### config.mk
export PLATFORM = sky130hd
export DESIGN_NAME = div_unit_flat
export DESIGN_NICKNAME = d
export VERILOG_FILES = /design/src/rtl/div_if.sv /design/src/rtl/div_unit.sv /design/src/flat_wrapper.sv
export SDC_FILE = /design/constraint.sdc
export NUM_CORES = 1
export LEC_CHECK = 0
export BUFFER_PORTS_ARGS = -buffer_cell sky130_fd_sc_hd__buf_2
export CORE_MARGIN = 3
export CORE_UTILIZATION = 45
export CTS_BUF_LIST = sky130_fd_sc_hd__clkbuf_2 sky130_fd_sc_hd__clkbuf_4 sky130_fd_sc_hd__clkbuf_8
export DETAILED_ROUTE_END_ITERATION = 6
export HOLD_SLACK_MARGIN = 0.03
export PLACE_DENSITY = 0.67
export SKIP_CTS_REPAIR_TIMING = 1
export SLEW_MARGIN = 20
export SYNTH_ARGS = -nofsm -noshare
export SYNTH_HDL_FRONTEND = slang
export SYNTH_SLANG_ARGS = --single-unit
### constraint.sdc
create_clock -name clk -period 6 [get_ports clk]
set_input_delay 0.9 -clock clk [delete_from_list [all_inputs] [get_ports clk]]
set_output_delay 0.9 -clock clk [all_outputs]
set_load 0.05 [all_outputs]
### src/rtl/div_if.sv
// Divide request/result bundle between the EX stage and the multi-cycle divider.
interface div_if #(parameter int WIDTH = 32);
  logic             start;
  logic             is_signed;
  logic             annul;
  logic [WIDTH-1:0] a;
  logic [WIDTH-1:0] b;
  logic             div_stall;
  logic             div_done;
  logic [WIDTH-1:0] quot;
  logic [WIDTH-1:0] rem;

  modport master (output start, is_signed, annul, a, b,
                  input  div_stall, div_done, quot, rem);
  modport slave  (input  start, is_signed, annul, a, b,
                  output div_stall, div_done, quot, rem);
endinterface

### src/rtl/div_unit.sv
// Radix-2 restoring divider (div/divu) feeding the HI/LO write path.
// Optional `DIV_EARLY_TERM_EN: finish in one cycle when |b| > |a|.
module div_unit #(
  parameter int WIDTH = 32,
  parameter int CNT_W = 6
) (
  input logic  clk,
  input logic  rst,
  div_if.slave bus
);
  typedef enum logic [1:0] {IDLE, CALC, DONE} state_e;

  state_e           state;
  logic [CNT_W-1:0] cnt;
  logic [WIDTH-1:0] dvs, q_w, p_rem;
  logic             sign_q, sign_r;
  logic [WIDTH-1:0] quot_q, rem_q;
  logic             done_q;

  function automatic logic [WIDTH-1:0] neg(input logic [WIDTH-1:0] x);
    return (~x) + WIDTH'(1);
  endfunction

  logic             a_neg, b_neg, accept, early, ge, last;
  logic [WIDTH-1:0] abs_a, abs_b, diff, nxt_rem, nxt_q;
  logic [WIDTH:0]   sh;

  assign a_neg  = bus.is_signed & bus.a[WIDTH-1];
  assign b_neg  = bus.is_signed & bus.b[WIDTH-1];
  assign abs_a  = a_neg ? neg(bus.a) : bus.a;
  assign abs_b  = b_neg ? neg(bus.b) : bus.b;
  assign accept = (state == IDLE) & bus.start & ~bus.annul;

`ifdef DIV_EARLY_TERM_EN
  assign early = (abs_b > abs_a);
`else
  assign early = 1'b0;
`endif

  // Shifted partial remainder needs one extra bit; when it is >= dvs the
  // true difference is < dvs, so the low WIDTH bits of the subtract suffice.
  assign sh      = {p_rem, q_w[WIDTH-1]};
  assign ge      = (sh >= {1'b0, dvs});
  assign diff    = sh[WIDTH-1:0] - dvs;
  assign nxt_rem = ge ? diff : sh[WIDTH-1:0];
  assign nxt_q   = {q_w[WIDTH-2:0], ge};
  assign last    = (cnt == CNT_W'(WIDTH-1));

  assign bus.div_stall = accept | (state == CALC);
  assign bus.div_done  = done_q;
  assign bus.quot      = quot_q;
  assign bus.rem       = rem_q;

  always_ff @(posedge clk) begin
    if (rst) begin
      state  <= IDLE;
      cnt    <= '0;
      dvs    <= '0;
      q_w    <= '0;
      p_rem  <= '0;
      sign_q <= 1'b0;
      sign_r <= 1'b0;
      quot_q <= '0;
      rem_q  <= '0;
      done_q <= 1'b0;
    end else begin
      done_q <= 1'b0;
      case (state)
        IDLE: if (accept) begin
          dvs    <= abs_b;
          q_w    <= abs_a;
          p_rem  <= '0;
          cnt    <= '0;
          sign_q <= bus.is_signed & (bus.a[WIDTH-1] ^ bus.b[WIDTH-1]);
          sign_r <= a_neg;
          if (bus.b == '0) begin
            quot_q <= '1;
            rem_q  <= bus.a;
            done_q <= 1'b1;
            state  <= DONE;
          end else if (early) begin
            quot_q <= '0;
            rem_q  <= bus.a;
            done_q <= 1'b1;
            state  <= DONE;
          end else begin
            state  <= CALC;
          end
        end
        CALC: if (bus.annul) begin
          state <= IDLE;
        end else begin
          p_rem <= nxt_rem;
          q_w   <= nxt_q;
          cnt   <= cnt + CNT_W'(1);
          if (last) begin
            quot_q <= sign_q ? neg(nxt_q) : nxt_q;
            rem_q  <= sign_r ? neg(nxt_rem) : nxt_rem;
            done_q <= 1'b1;
            state  <= DONE;
          end
        end
        DONE:    state <= IDLE;
        default: state <= IDLE;
      endcase
    end
  end
endmodule

### src/flat_wrapper.sv
// flat-port wrapper written by rule: the top's interface ports become plain ports
module div_unit_flat 
#(
  parameter int WIDTH = 32,
  parameter int CNT_W = 6
)
  (clk, rst, bus_start, bus_is_signed, bus_annul, bus_a, bus_b, bus_div_stall, bus_div_done, bus_quot, bus_rem);
  div_if #(.WIDTH(WIDTH)) bus_i ();
  input logic clk;
  input logic rst;
  input wire logic [$bits(bus_i.start)-1:0] bus_start;
  input wire logic [$bits(bus_i.is_signed)-1:0] bus_is_signed;
  input wire logic [$bits(bus_i.annul)-1:0] bus_annul;
  input wire logic [$bits(bus_i.a)-1:0] bus_a;
  input wire logic [$bits(bus_i.b)-1:0] bus_b;
  output wire logic [$bits(bus_i.div_stall)-1:0] bus_div_stall;
  output wire logic [$bits(bus_i.div_done)-1:0] bus_div_done;
  output wire logic [$bits(bus_i.quot)-1:0] bus_quot;
  output wire logic [$bits(bus_i.rem)-1:0] bus_rem;
  assign bus_i.start = bus_start;
  assign bus_i.is_signed = bus_is_signed;
  assign bus_i.annul = bus_annul;
  assign bus_i.a = bus_a;
  assign bus_i.b = bus_b;
  assign bus_div_stall = bus_i.div_stall;
  assign bus_div_done = bus_i.div_done;
  assign bus_quot = bus_i.quot;
  assign bus_rem = bus_i.rem;
  div_unit #(.WIDTH(WIDTH), .CNT_W(CNT_W)) u_core (.clk(clk), .rst(rst), .bus(bus_i));
endmodule
==> flow_summary.ini <==
[synthesis]
synth_fp_nets = 1688
yosysSeqAreaShare_pct = 28.6
synth_area_leaders = dfxtp_1, nor2_1, a21oi_1
synth.distinct_cells = 87
synth-edff-count = 0
synth-seq-cells = 171
synthDominantCellAreaShare_pct = 28.6
synth_flop_cell = dfxtp_1
yosysTopAreaCell = dfxtp_1
synthCells = 1581
synth.avg_cell_area_sq_um = 7.56
async_reset_ff_share_pct = 0
synth_warnings = 0
netlist_area_sq_um = 12000

[route]
wirelength_mm = 37.0
drtIter0Drc = 1049
wl_met2_mm = 16.8
post_drt_wl_per_cell_microns = 18.6
drtPass1Iterations = 6
drtAntennaViolNets = 0
via_per_inst = 5.97
topRoutingLayerUsed = met4
wl_met1_mm = 17.2
drc_errors = 0
routed-wl-met3_mm = 2.08
vias = 11900

[sta]
drv_slew = 0
hold_ws_ps = 461
fin_skew_ps = 29.9
max_freq_mhz = 183
fin_crit_sh_pct = 91.1
worstMarginPinSlew_ps = 978
fin_setup_tns_ps = 0
hold_violations = 0
maxSlewHeadroom_pct = 34.8
final.min_clock_period_ps = 5460
setup_viol = 0
grt_setup_unrepaired = false

[clock_network]
clkSlewWorstSetupHoldPaths_ps = 100
cts_tree = done
numCtsBuffers = 17
htreeDepth = 4
cts_sinks = 171
clk_path_buf_depth = 2
clkLatencyLatePin_ps = 490
root_buffer = clkbuf_8

[finish]
drive_gt1_share_pct = 14.0
areaGrowthSynthToFinish_pct = 9.70
post-route-cell-area_sq_um = 13100
antennaDiodeCount = 0
fillers = 2607
final_common_cell = nor2_1
finalNetCount = 1748
layout_common_cells = nor2_1, dfxtp_1, a21oi_1

[floorplanning]
io_pins = 135
start_util_pct = 45.9
fp-row-count = 59
die-area_sq_um = 28600
fp.dieH_microns = 169
core_area_sq_um = 26100
die_w_microns = 169

[global_routing]
grt_pass1_vias = 10600
grt.total_usage_pct = 25.2
antenna_found_initial = 0
globalRouteOverflowTotal = 0
grt_pass1_wl_mm = 58.4
grt_max_degree = 97

[placement]
port_buffers = 134
hpwl_mm = 28.0
place_congestion = 0.935
place_area_sq_um = 12700

[power]
total_power_mw = 3.14
power_density_nw_per_um2 = 240
power_leakage_nw = 5.15
irDropWorstVdd_mv = 0.154

[worst_setup_path]
arrival_ps = 5840
cp-start-kind = register
crit_fanout = 6
endpoint_kind = register
crit_type = register to register
critical_path_required_ps = 6370

[flow_run]
max_cap_violations = 0

[hold_path]
hp-class = register to register

[outcome]
run_status = finished clean
## per-layer routing
| metal | track usage (%) | vias to the layer above |
|---|---|---|
| met5 | 0 | - |
| met4 | 7.62 | 0 |
| met3 | 2.99 | 46 |
| met2 | 40.6 | 417 |
| met1 | 35.5 | 5543 |
| li1 | - | 5869 |
## synth_stat cells (6+ instances only)
| library cell | instances |
|---|---|
| a211oi_1 | 61 |
| a21o_1 | 6 |
| a21oi_1 | 155 |
| a22oi_1 | 19 |
| a311oi_1 | 33 |
| a31oi_1 | 20 |
| and2_1 | 8 |
| and3_1 | 7 |
| buf_1 | 8 |
| clkbuf_1 | 91 |
| clkbuf_8 | 7 |
| dfxtp_1 | 171 |
| ha_1 | 37 |
| inv_1 | 50 |
| mux2_2 | 10 |
| mux2i_1 | 14 |
| nand2_1 | 134 |
| nand2b_1 | 11 |
| nand3_1 | 21 |
| nand3b_1 | 7 |
| nand4_1 | 18 |
| nor2_1 | 217 |
| nor3_1 | 33 |
| nor4_1 | 17 |
| o211a_1 | 6 |
| o211ai_1 | 13 |
| o21a_1 | 13 |
| o21ai_0 | 103 |
| o22ai_1 | 6 |
| o31ai_1 | 25 |
| o41ai_1 | 12 |
| or3_1 | 19 |
| or4_1 | 13 |
| xnor2_1 | 51 |
| xor2_1 | 84 |
## metrics by stage
stage | utilization (%) | std cells | setup WS (ps)
after floorplan | - | 1581 | 552
after global placement | 48.8 | 1957 | 793
after detailed placement | 48.8 | 1957 | 634
after CTS | 50.3 | 1989 | 577
after global routing | 50.3 | 1989 | 29.4
final | 50.3 | 1989 | 536
## final cells by class
| cell class | count | area (sq um) | share of cell area (%) |
|---|---|---|---|
| Clock buffer | 17 | 234 | 1.78 |
| Multi-Input combinational cell | 1249 | 7870 | 60.0 |
| Tap cell | 335 | 419 | 3.20 |
| Inverter | 50 | 188 | 1.43 |
| Timing Repair Buffer | 152 | 808 | 6.16 |
| Sequential cell | 171 | 3420 | 26.1 |
| Clock inverter | 15 | 173 | 1.32 |
## registers in the layout, indices dropped and copies added (netlist names)
register and flops:
u_core.bus.quot 32, u_core.bus.rem 32, u_core.dvs 32, u_core.p_rem 32
u_core.q_w 32, u_core.cnt 6, u_core.state 2, u_core.bus.div_done 1
u_core.sign_q 1, u_core.sign_r 1
## final timing paths
| check | start | end | slack (ps) | cells after the start |
|---|---|---|---|---|
| min | u_core.dvs[31] | u_core.dvs[31] | 460 | 2 |
| max | u_core.p_rem[0] | u_core.bus.rem[30] | 540 | 19 |
| max reg2reg | u_core.p_rem[0] | u_core.bus.rem[30] | 540 | 19 |
| min reg2reg | u_core.dvs[31] | u_core.dvs[31] | 460 | 2 |
## power breakdown
part | internal, mW | switching, mW
Clock | 0.321 | 0.533
Combinational | 0.351 | 0.684
Sequential | 1.20 | 0.0564
## worst max-delay path: stages, from the launching register on
cell and delay (ps):
dfxtp_1 480, ha_1 290, nor2b_1 150, o2111ai_1 420
a21oi_1 200, o211a_1 320, o21ai_4 200, nand2_4 100
o21ai_0 260, ha_1 320, nand2b_1 70, or4_1 440
or3_1 350, or3_1 330, nor3_1 200, a31oi_2 130
nor4_4 380, a31oi_1 140, xor2_1 190, a2111oi_2 360
## logic make-up (layout without fill, tap and decap cells)
| logic type | Yosys count | in the layout | synth area share, % |
|---|---|---|---|
| AND/OR/NAND/NOR | 540 | 540 | 21.2 |
| flip-flops | 171 | 171 | 28.6 |
| adder cells (fa/ha/maj) | 38 | 38 | 4.04 |
| AO/OA/AOI/OAI | 512 | 512 | 28.3 |
| XOR/XNOR | 135 | 135 | 9.89 |
| multiplexers | 24 | 24 | 2.11 |
| buffers and inverters | 161 | 234 | 5.84 |
Note: power is estimated with default switching activity, not from simulation.
